## config.mk

```make
export PLATFORM = sky130hd
export DESIGN_NAME = segment_display_mux
export DESIGN_NICKNAME = d
export VERILOG_FILES = /design/src/rtl/segment_display_mux_pkg.sv /design/src/rtl/segment_display_mux_scan_slot_timer.sv /design/src/rtl/segment_display_mux.sv
export SDC_FILE = /design/constraint.sdc
export NUM_CORES = 1
export LEC_CHECK = 0
export CAP_MARGIN = 20
export CORE_UTILIZATION = 35
export CTS_CLUSTER_SIZE = 25
export DETAILED_ROUTE_END_ITERATION = 8
export PLACE_DENSITY = 0.65
export SYNTH_ARGS = -nofsm -noshare
export SYNTH_HDL_FRONTEND = slang
export SYNTH_HIERARCHICAL = 1
export SYNTH_SLANG_ARGS = --single-unit
```

## constraint.sdc

```tcl
create_clock -name Clk -period 3.9 [get_ports Clk]
set_clock_uncertainty 0.05 [all_clocks]
set_input_delay 0.78 -clock Clk [delete_from_list [all_inputs] [get_ports Clk]]
set_output_delay 0.78 -clock Clk [all_outputs]
set_load 0.01 [all_outputs]
```

## src/rtl/segment_display_mux_pkg.sv

```systemverilog
// Shared widths, phase encoding and helpers for the 7-segment scan driver.
package segment_display_mux_pkg;

    localparam int DIGITS    = 4;
    localparam int SEG_WIDTH = 7;

    typedef enum logic {
        PHASE_BLANK  = 1'b0,
        PHASE_ACTIVE = 1'b1
    } phase_e;

    typedef logic [0:SEG_WIDTH-1] seg_t;

    // One-hot anode select for a digit index (active-high form).
    function automatic logic [DIGITS-1:0] digit_onehot(input logic [1:0] idx);
        return DIGITS'(1) << idx;
    endfunction

endpackage

```

## src/rtl/segment_display_mux_scan_slot_timer.sv

```systemverilog
// Slot/digit/PWM timebase for the display scan. All outputs are decoded
// from the current counter state; the top registers whatever it derives.
module scan_slot_timer
    import segment_display_mux_pkg::*;
#(
    parameter int SCAN_PERIOD  = 50000,
    parameter int BLANK_CYCLES = 500
) (
    input  logic       Clk,
    input  logic       Reset,
    output logic [1:0] digit_idx,
    output phase_e     phase,
    output logic [3:0] pwm_cnt,
    output logic       frame_latch
);

    localparam int             CW        = (SCAN_PERIOD > 1) ? $clog2(SCAN_PERIOD) : 1;
    localparam logic [CW-1:0]  SLOT_LAST = CW'(SCAN_PERIOD - 1);
    localparam logic [CW-1:0]  BLANK_END = CW'(BLANK_CYCLES);

    logic [CW-1:0] slot_cnt_q, slot_cnt_d;
    logic [1:0]    digit_idx_q, digit_idx_d;
    logic [3:0]    pwm_cnt_q, pwm_cnt_d;
    logic          slot_wrap;

    // Next-state for slot/digit/PWM counters and decoded phase/latch strobe.
    always_comb begin
        slot_wrap   = (slot_cnt_q == SLOT_LAST);
        slot_cnt_d  = slot_wrap ? '0 : slot_cnt_q + 1'b1;
        digit_idx_d = slot_wrap ? digit_idx_q + 2'd1 : digit_idx_q;
        phase       = (slot_cnt_q < BLANK_END) ? PHASE_BLANK : PHASE_ACTIVE;
        // PWM restarts at 0 on the first ACTIVE cycle of every slot,
        // otherwise free-runs mod 16 through the ACTIVE window.
        pwm_cnt_d   = pwm_cnt_q;
        if (slot_cnt_d == BLANK_END)
            pwm_cnt_d = 4'd0;
        else if (phase == PHASE_ACTIVE)
            pwm_cnt_d = pwm_cnt_q + 4'd1;
        frame_latch = (slot_cnt_q == '0) && (digit_idx_q == 2'd0);
    end

    // Counter registers; reset restarts scanning at digit 0, slot start.
    always_ff @(posedge Clk or negedge Reset) begin
        if (!Reset) begin
            slot_cnt_q  <= '0;
            digit_idx_q <= 2'd0;
            pwm_cnt_q   <= 4'd0;
        end else begin
            slot_cnt_q  <= slot_cnt_d;
            digit_idx_q <= digit_idx_d;
            pwm_cnt_q   <= pwm_cnt_d;
        end
    end

    assign digit_idx = digit_idx_q;
    assign pwm_cnt   = pwm_cnt_q;

endmodule

```

## src/rtl/segment_display_mux.sv

```systemverilog
// 4-digit multiplexed 7-segment driver: frame-latched segment bank,
// per-slot blanking and PWM dimming, registered pins.
module segment_display_mux
    import segment_display_mux_pkg::*;
#(
    parameter int SCAN_PERIOD      = 50000,
    parameter int BLANK_CYCLES     = 500,
    parameter bit SEG_ACTIVE_LOW   = 1'b1,
    parameter bit ANODE_ACTIVE_LOW = 1'b1
) (
    input  logic                 Clk,
    input  logic                 Reset,
    input  logic [0:SEG_WIDTH-1] Seg3,
    input  logic [0:SEG_WIDTH-1] Seg2,
    input  logic [0:SEG_WIDTH-1] Seg1,
    input  logic [0:SEG_WIDTH-1] Seg0,
    input  logic [DIGITS-1:0]    DigitEnable,
    input  logic [3:0]           Brightness,
    output logic [0:SEG_WIDTH-1] SegOut,
    output logic [DIGITS-1:0]    AnodeOut,
    output logic [1:0]           DigitIndex,
    output logic                 FrameTick
);

    localparam logic [0:SEG_WIDTH-1] SEG_OFF   = {SEG_WIDTH{SEG_ACTIVE_LOW}};
    localparam logic [DIGITS-1:0]    ANODE_OFF = {DIGITS{ANODE_ACTIVE_LOW}};

    logic [1:0] digit_idx;
    phase_e     phase;
    logic [3:0] pwm_cnt;
    logic       frame_latch;

    scan_slot_timer #(
        .SCAN_PERIOD (SCAN_PERIOD),
        .BLANK_CYCLES(BLANK_CYCLES)
    ) u_timer (
        .Clk        (Clk),
        .Reset      (Reset),
        .digit_idx  (digit_idx),
        .phase      (phase),
        .pwm_cnt    (pwm_cnt),
        .frame_latch(frame_latch)
    );

    logic [DIGITS-1:0][0:SEG_WIDTH-1] seg_in;
    logic [DIGITS-1:0][0:SEG_WIDTH-1] bank_q, bank_d;
    logic [0:SEG_WIDTH-1]             seg_out_q, seg_out_d;
    logic [DIGITS-1:0]                anode_q, anode_d;
    logic [1:0]                       digit_index_q;
    logic                             frame_tick_q;
    logic                             lit;
    seg_t                             disp;

    assign seg_in = {Seg3, Seg2, Seg1, Seg0};

    // Bank update and output mux. The mux reads the next bank value so a
    // digit lit on the latch cycle shows the freshly sampled segments.
    always_comb begin
        bank_d    = frame_latch ? seg_in : bank_q;
        lit       = (phase == PHASE_ACTIVE) && DigitEnable[digit_idx] && (pwm_cnt < Brightness);
        disp      = bank_d[digit_idx];
        seg_out_d = (lit ? disp : '0) ^ SEG_OFF;
        anode_d   = (lit ? digit_onehot(digit_idx) : '0) ^ ANODE_OFF;
    end

    // Output and bank registers; reset forces dark pins immediately.
    always_ff @(posedge Clk or negedge Reset) begin
        if (!Reset) begin
            bank_q        <= '0;
            seg_out_q     <= SEG_OFF;
            anode_q       <= ANODE_OFF;
            digit_index_q <= 2'd0;
            frame_tick_q  <= 1'b0;
        end else begin
            bank_q        <= bank_d;
            seg_out_q     <= seg_out_d;
            anode_q       <= anode_d;
            digit_index_q <= digit_idx;
            frame_tick_q  <= frame_latch;
        end
    end

    assign SegOut     = seg_out_q;
    assign AnodeOut   = anode_q;
    assign DigitIndex = digit_index_q;
    assign FrameTick  = frame_tick_q;

endmodule

```

Word level (Yosys, flattened, before mapping)
Index checks and enable logic that the tools add are counted.
{"block": "word_totals", "regBits": 64, "latch_bits": 0, "ram_bits": 0, "romBits": 0, "inputBits": 38, "out_inout_bits": 14, "wordCells": 39, "n_memories": 0}
{"block": "classes", "n_addsub": 3, "mul": 0, "n_div": 0, "n_lt_le_gt_ge": 3, "eq_ne": 3, "shift": 1, "n_mux": 11, "n_bitwise": 2, "n_reduce_logical": 5}
{"operator": "$mux W28", "count": 1}
{"operator": "$add A16 B1 Y16 const B", "count": 1}
{"operator": "$eq A16 B16 Y1 const B", "count": 1}
{"operator": "$eq A16 B9 Y1 const B", "count": 1}
{"operator": "$logic_not A16 Y1", "count": 1}
{"operator": "$lt A16 B9 Y1 const B", "count": 1}
{"operator": "$mux W16", "count": 1}
{"operator": "$bmux W7 S2", "count": 1}
{"operator": "$mux W7", "count": 2}
{"operator": "$mux W4", "count": 3}
{"operator": "$not A7 Y7", "count": 1}
{"operator": "$add A4 B1 Y4 const B", "count": 1}
{"operator": "$lt A4 B4 Y1", "count": 1}
{"operator": "$not A4 Y4", "count": 1}
{"operator": "$shl A1 B2 Y4 const A", "count": 1}
{"operator": "$logic_and A1 B1 Y1", "count": 3}
{"operator": "$lt A2 B3 Y1 const B", "count": 1}
{"operator": "$add A2 B1 Y2 const B", "count": 1}
{"operator": "$bmux W1 S2", "count": 1}
{"operator": "$logic_not A2 Y1", "count": 1}
{"operator": "$mux W1", "count": 2}
{"operator": "$ne A2 B2 Y1 const B", "count": 1}

Longest topological paths before layout
Gate-level depths: netlist of the first run.
{"block": "logic_depth", "word_depth": 7, "depth_mapped": 10, "mapped_depth_nobuf": 7}

Hierarchy
The synthesis of the first run kept the hierarchy.
{"module": "segment_display_mux", "n_inst": 1, "cells_each": 108, "area_per_inst_um2": 1848.0, "seq_area_each_um2": 1064.8}
{"module": "scan_slot_timer", "n_inst": 1, "cells_each": 129, "area_per_inst_um2": 1268.7, "seq_area_each_um2": 550.5}

Worst setup path before layout of the first run
No wires, ideal clock.
{"block": "synth_timing", "path_kind": "register -> register", "startpoint": "reg u_timer.slot_cnt_q[11]", "endpoint": "reg seg_out_q, in the netlist SegOut[1]", "setup_ps": 65, "arrival_ps": 2928, "required_time_ps": 3785, "setup_slack_ps": 857, "path_stages_with_launch": 9, "n_path_buf": 2, "synth_period_minus_slack_ps": 3043, "cell_sequence": "dfrtp_1 or4_1 or4_4 nor4_1 buf_6 buf_8 mux2_4 mux4_2 nand3_1"}
{"element": "start: declaration", "line_no": "segment_display_mux_scan_slot_timer.sv:21", "text": "logic [CW-1:0] slot_cnt_q, slot_cnt_d;"}
{"element": "start signal: assignment", "line_no": "segment_display_mux_scan_slot_timer.sv:49", "text": "slot_cnt_q <= slot_cnt_d;"}
{"element": "end signal: assignment", "line_no": "segment_display_mux.sv:76", "text": "seg_out_q <= seg_out_d;"}
{"element": "end: declaration", "line_no": "segment_display_mux.sv:47", "text": "logic [0:SEG_WIDTH-1] seg_out_q, seg_out_d;"}

==> impl_metrics.yaml, run 1 <==
routing:
  ant_nets: 0
  maxUsedRoutingLayer: "met4"
  detail_route.vias_per_cell: 5.05
  dr_total_vias: 2034
  firstDrtPassIters: 4
  met3WireLength_um: 210
  initialDrtViolationCount: 61
  m1WireLength_um: 2780
  wl_met2_um: 3020
  drc: 0
  routedWlPerCell_um: 15.2
  drt_wl_total_um: 6120
clock_tree:
  clock_tree.htree_level_count: 3
  cts.clk_slew.worst_paths_ps: 70
  cts_inserted_buffers: 9
  clock_sinks: 64
  cts.hold.buffers_added: 0
  clock_latency_of_the_later_clocked_register_in_the_worst_skew_pair_ps: 340
  tritoncts: "built"
  post_cts.repair.setup_buffers: 0
  cts_buffer_depth: 2
  postCtsResizedCells: 0
  cts_root_buffer: "clkbuf_8"
synth:
  ys.warnings.count: 6
  ys_types: 46
  synthCells: 237
  async_reset_ff_share_pct: 100
  synth_edf_count: 0
  yosys_most_used_dff: "dfrtp_1"
  synth.yosys.seq_area_share_pct: 51.8
  synth.cell_area_um2: 3120
  syn-num-nets: 282
  avgSynthCellArea_um2: 13.2
  synth_seq_cells: 64
job:
  drv.max_cap_violation_count: 0
floorplan:
  coreArea_um2: 8680
  die_h_um: 96.4
  fp.dieW_um: 96.4
  io_pins: 52
  design.die.area_um2: 9290
  rows: 34
  floorplan.initialDensity_pct: 35.9
timing:
  rsz0062_at_grt: "false"
  timing.final.hold_violations: 0
  finalSetupViolations: 0
  fin_tns_setup_ps: 0
  worst_slew_pin_slew_ps: 754
  final.min_clock_period_ps: 3180
  maximum_clock_frequency_mhz: 315
  final_critical_path_setup_slack_ps: 722
  maxSlewHeadroom_pct: 49.7
  period_share_pct: 81.5
  final_max_slew_viol_count: 0
cells_and_area:
  layout_commonest_cell: "dfrtp_1"
  nNetsFinal: 335
  area.growth.synth_to_final_pct: 25.3
  layout-drive-gt1-share_pct: 25.8
  number_of_diodes_added_for_antenna_fixing: 0
  n_fill_cell: 789
  layout.cells.most_common_list: "dfrtp_1, clkdlybuf4s50_1, mux2_4"
setup_path:
  crit_fanout: 28
  reg2regPathDepth: 7
  endpoint_arrival_time_on_the_critical_path_ps: 3400
  critical_path.startpoint_type: "register"
  worstSetupPathType: "reg -> reg"
  cp.required_ps: 4120
  endpoint_kind: "register"
pwr:
  power_switching_mw: 0.310
  cellLeakagePower_nw: 1.61
  netSwitchingFraction_pct: 23.8
  ir_drop_uv: 137
  comb_power_share_pct: 6.7
  p_per_area_nw_per_um2: 333
  pwr-share-seq_pct: 52.5
  clk_pwr_share_pct: 40.8
  p_int_mw: 0.990
placed_design:
  placement.setup.worst_slack_ps: 759
  detailed_place_hpwl_um: 4310
  place_congestion: 0.796
  port_buffers: 51
global_route:
  first_global_vias: 2093
  grt_first_pass_wirelength_um: 10100
  grt_max_degree: 35
  grt_util_overall_pct: 14.8
  grt.overflow.total: 0
  antenna_found_initial: 0
hold_path:
  holdPathStages: 1
  worst_min_path_class: "reg -> reg"
run_status:
  outcome: "finished clean"
## synth_stat cells, types with 2 or more instances
| cell type | instances | share of area [%] |
|---|---|---|
| a21oi_1 | 4 | 0.64 |
| a31oi_1 | 2 | 0.40 |
| and4_1 | 2 | 0.56 |
| buf_2 | 5 | 0.80 |
| clkbuf_1 | 5 | 0.60 |
| dfrtp_1 | 53 | 43 |
| dfstp_2 | 11 | 9.3 |
| ha_1 | 7 | 2.8 |
| inv_1 | 10 | 1.2 |
| mux2_2 | 8 | 2.9 |
| mux2_4 | 20 | 9.6 |
| mux4_2 | 8 | 5.8 |
| nand2_1 | 5 | 0.60 |
| nand3_1 | 14 | 2.2 |
| nand4_1 | 9 | 1.8 |
| nand4b_1 | 2 | 0.56 |
| nor2_1 | 15 | 1.8 |
| nor3_1 | 5 | 0.80 |
| nor4_1 | 4 | 0.80 |
| o21a_1 | 2 | 0.48 |
| o21ai_0 | 2 | 0.32 |
| or4_4 | 2 | 0.72 |
| xnor2_1 | 10 | 2.8 |
| xor2_1 | 10 | 2.8 |
## critical path, cell delays in order, from the launching register on
cell and delay [ps]:
dfrtp_1 440, or4_1 570, or4_4 460, nor4_2 390, buf_12 280, mux2_2 370
mux4_2 440, nand3_1 90
## layer usage
| metal | up-vias | track usage [%] |
|---|---|---|
| met1 | 1014 | 18.8 |
| met3 | 9 | 2.05 |
| met4 | 0 | 7.48 |
| met2 | 41 | 24.6 |
| li1 | 970 | - |
| met5 | - | 0 |
## path summary, 6_finish.rpt
path / from / endpoint / slack, ps
min in group asynchronous: Reset / u_timer/slot_cnt_q[12]$_DFF_PN0_ / 470
worst min register to register: bank_q[6]$_DFF_PN0_ / bank_q[6]$_DFF_PN0_ / 440
worst max register to register: u_timer/slot_cnt_q[11]$_DFF_PN0_ / SegOut[1]$_DFF_PN1_ / 720
worst max-delay path: u_timer/slot_cnt_q[11]$_DFF_PN0_ / SegOut[1]$_DFF_PN1_ / 720
worst min-delay path: bank_q[6]$_DFF_PN0_ / bank_q[6]$_DFF_PN0_ / 440
max in group asynchronous: Reset / SegOut[5]$_DFF_PN1_ / 2420
## final cells by class
class	instances	area, um^2	area share (%)
timing repair buffer	56	556	14.2
clock inverter	6	50.0	1.28
multi-input combinational	149	1370	35.2
clock buffer	10	138	3.53
inverter	10	37.5	0.962
sequential	64	1620	41.4
tap	108	135	3.46
## flip-flops by register name, summed over array words and instances (netlist names)
name and count:
AnodeOut 4, u_timer/slot_cnt_q 16, bank_q 28, FrameTick 1
DigitIndex 2, SegOut 7, u_timer/pwm_cnt 4, u_timer/digit_idx 2
## power groups by stage
stage               registers [mW]  clock network (mW)  logic (mW)
finish                       0.682               0.530      0.0875
global route                 0.683               0.575      0.0958
CTS                          0.683               0.544      0.0896
detailed placement           0.695                   0      0.0891
global placement             0.694                   0      0.0874
floorplan                    0.694                   0      0.0315
## metrics by stage
stage	power [mW]	cells	instance area (um^2)	hold slack, ps	util, %
2_1_floorplan	0.725	237	3120	375	-
3_3_place_gp	0.782	387	3720	424	42.8
3_5_place_dp	0.784	387	3720	428	42.8
4_1_cts	1.32	403	3900	447	45.0
5_1_grt	1.35	403	3900	459	45.0
6_report	1.30	403	3900	444	45.0
## logic make-up after synthesis
| logic type | after synthesis | synth area share [%] |
|---|---|---|
| compound gates | 20 | 4.50 |
| xor+xnor | 20 | 5.62 |
| fa+ha+maj | 7 | 2.81 |
| buf+inv | 24 | 4.34 |
| flops | 64 | 51.8 |
| mux | 37 | 18.6 |
| simple gates | 65 | 12.3 |
No activity file was read; power rests on OpenSTA's default activity.
==> run 2: changes to the inputs <==
PLACE_DENSITY = 0.68   (was 0.65)
clock period = 2.7 ns   (was 3.9 ns; I/O delays follow)
==> run 2 against run 1 <==
  * Largest cell class unchanged
  * Maximum frequency up 9.6%
  * Non-clock buffer count rose by 21
  * Register-to-register slack got worse by 920 ps
  * Sequential share of layout area shrank 2.5 points
  * Wire length rose by 14%
  * Die area unchanged
  * Critical path type unchanged
  * The flow now finishes with violations (setup timing)
  * Sequential cell count is the same
  * First-iteration DRC count rose by 120%
==> impl_metrics.yaml, run 2 (synthesized netlist as in run 1, its figures left out) <==
run_status:
  outcome: "finished with violations"
  failed_checks: "setup timing"
clock_tree:
  cts_buffer_depth: 2
  cts_root_buffer: "clkbuf_8"
  clock_latency_of_the_later_clocked_register_in_the_worst_skew_pair_ps: 350
  cts.clk_slew.worst_paths_ps: 80
  cts_inserted_buffers: 9
  tritoncts: "built"
  clock_sinks: 64
  clock_tree.htree_level_count: 3
global_route:
  grt.overflow.total: 0
  first_global_vias: 2314
  grt_first_pass_wirelength_um: 11400
  grt_max_degree: 65
  grt_util_overall_pct: 16.8
  antenna_found_initial: 0
pwr:
  pwr-share-seq_pct: 52.6
  cellLeakagePower_nw: 1.75
  post-layout-total-power_mw: 1.87
  comb_power_share_pct: 7.1
  ir_drop_uv: 301
  netSwitchingFraction_pct: 25.1
  p_per_area_nw_per_um2: 451
  power_switching_mw: 0.470
  p_int_mw: 1.40
  clk_pwr_share_pct: 40.3
floorplan:
  fp.dieW_um: 96.4
  coreArea_um2: 8680
  io_pins: 52
  floorplan.initialDensity_pct: 35.9
  die_h_um: 96.4
  rows: 34
  design.die.area_um2: 9290
routing:
  ant_nets: 0
  initialDrtViolationCount: 132
  detail_route.vias_per_cell: 5.08
  firstDrtPassIters: 7
  drc: 0
  dr_total_vias: 2156
  routedWlPerCell_um: 16.4
  drt_wl_total_um: 6950
cells_and_area:
  n_fill_cell: 780
  largest_register_by_flop_count: "bank_q"
  nNetsFinal: 356
  multi_input_comb_area_um2: 1410
  layout-drive-gt1-share_pct: 32.0
  layout.cells.most_common_list: "dfrtp_1, clkdlybuf4s50_1, mux2_4"
  register_area_um2: 1620
  number_of_diodes_added_for_antenna_fixing: 0
  area.growth.synth_to_final_pct: 33.3
  largest_register_ffs: 28
  layout_commonest_cell: "dfrtp_1"
  final_cell_count_no_fill: 424
placed_design:
  detailed_place_hpwl_um: 4730
  number_of_cells_after_detailed_placement: 404
  port_buffers: 51
  place_congestion: 0.894
timing:
  worst_slew_pin_slew_ps: 523
  rsz0062_at_grt: "true"
  timing.final.hold_violations: 0
  final_max_slew_viol_count: 0
  final_critical_path_setup_slack_ps: -200
  maxSlewHeadroom_pct: 65.1
  final.min_clock_period_ps: 2900
  maximum_clock_frequency_mhz: 345
  finalSetupViolations: 7
  period_share_pct: 107
setup_path:
  cp.required_ps: 2940
  endpoint_arrival_time_on_the_critical_path_ps: 3140
  timing.critical_path.slowest_stage_cell: "or4_4"
  worst_path_dominant_cell_family: "simple AND/OR/NAND/NOR gates"
  worstSetupPathDepth: 8
  worstPathCellList: "or4_4 -> or4_4 -> nor4_4 -> buf_6 -> clkbuf_16 -> mux2_4 -> mux4_2 -> nand3_2"
  path_common_cell: "or4_4"
  timing.critical_path.slowest_cell_delay_ps: 530
  critical_path.startpoint_type: "register"
  reg2regPathDepth: 8
  cp.buffers_inverters: 2
  crit_fanout: 5
  worstSetupPathType: "reg -> reg"
  endpoint_kind: "register"
hold_path:
  worst_min_path_class: "in -> async"
job:
  drv.max_cap_violation_count: 0
-- run 2: per-stage QoR --
step	instance area, um^2	setup slack, ps	util, %	TNS, ps	hold slack, ps
6_report	4160	-200	47.9	-1220	119
5_1_grt	4160	-288	47.9	-1810	161
4_1_cts	4100	-169	47.3	-1060	150
3_5_place_dp	3860	-192	44.5	-1190	428
3_3_place_gp	3860	-133	44.5	-853	424
2_1_floorplan	3130	-164	-	-1140	194
-- run 2: what timing repair did --
action,4_1_cts,5_1_grt
setup endpoints to repair,7,7
endpoints found under the hold margin,0,0
gates resized for setup,8,4
buffers inserted,1,1
cloned,1,1
hold buffers,0,0
-- run 2: worst register-to-register path, delay by kind of cell, from the launching register on --
kind	cells	cell delay (ps)
AND/OR/NAND/NOR	4	1240
multiplexers	2	800
flip-flops	1	380
buffers and inverters	2	360
-- run 2: path summary, 6_finish.rpt --
path                            slack (ps)                              to                             start
min in group Clk                       440            bank_q[27]$_DFF_PN0_              bank_q[27]$_DFF_PN0_
worst max register to register        -200             SegOut[3]$_DFF_PN1_  u_timer/slot_cnt_q[11]$_DFF_PN0_
worst min-delay path                   120  u_timer/pwm_cnt[1]$_DFFE_PN0P_                             Reset
worst max-delay path                  -200             SegOut[3]$_DFF_PN1_  u_timer/slot_cnt_q[11]$_DFF_PN0_
worst min register to register         440            bank_q[27]$_DFF_PN0_              bank_q[27]$_DFF_PN0_
max in group asynchronous             2130             SegOut[0]$_DFF_PN1_                             Reset
-- run 2: power groups by stage --
| stage | Clock (mW) | Sequential (mW) | Combinational (mW) |
|---|---|---|---|
| floorplan | 0 | 1.00 | 0.0455 |
| finish | 0.756 | 0.986 | 0.132 |
| detailed placement | 0 | 1.00 | 0.132 |
| global route | 0.807 | 0.988 | 0.145 |
| global placement | 0 | 1.00 | 0.128 |
| CTS | 0.763 | 0.986 | 0.134 |
-- run 2: final cells by class --
type / instances / area share, %
clock inverters: 7 / 1.26
inverters: 10 / 0.903
repair buffers: 77 / 18.8
clock buffers: 9 / 2.98
well taps: 108 / 3.25
multi-input cells: 149 / 34.0
flip-flops and latches: 64 / 38.9
-- run 2: per-layer routing --
| metal | vias to the layer above | global-route usage (%) | wire length [um] |
|---|---|---|---|
| met5 | - | 0 | 0 |
| met4 | 0 | 7.11 | 108 |
| met3 | 10 | 2.76 | 392 |
| met2 | 73 | 27.1 | 3400 |
| met1 | 1068 | 22.4 | 3050 |
| li1 | 1005 | - | - |
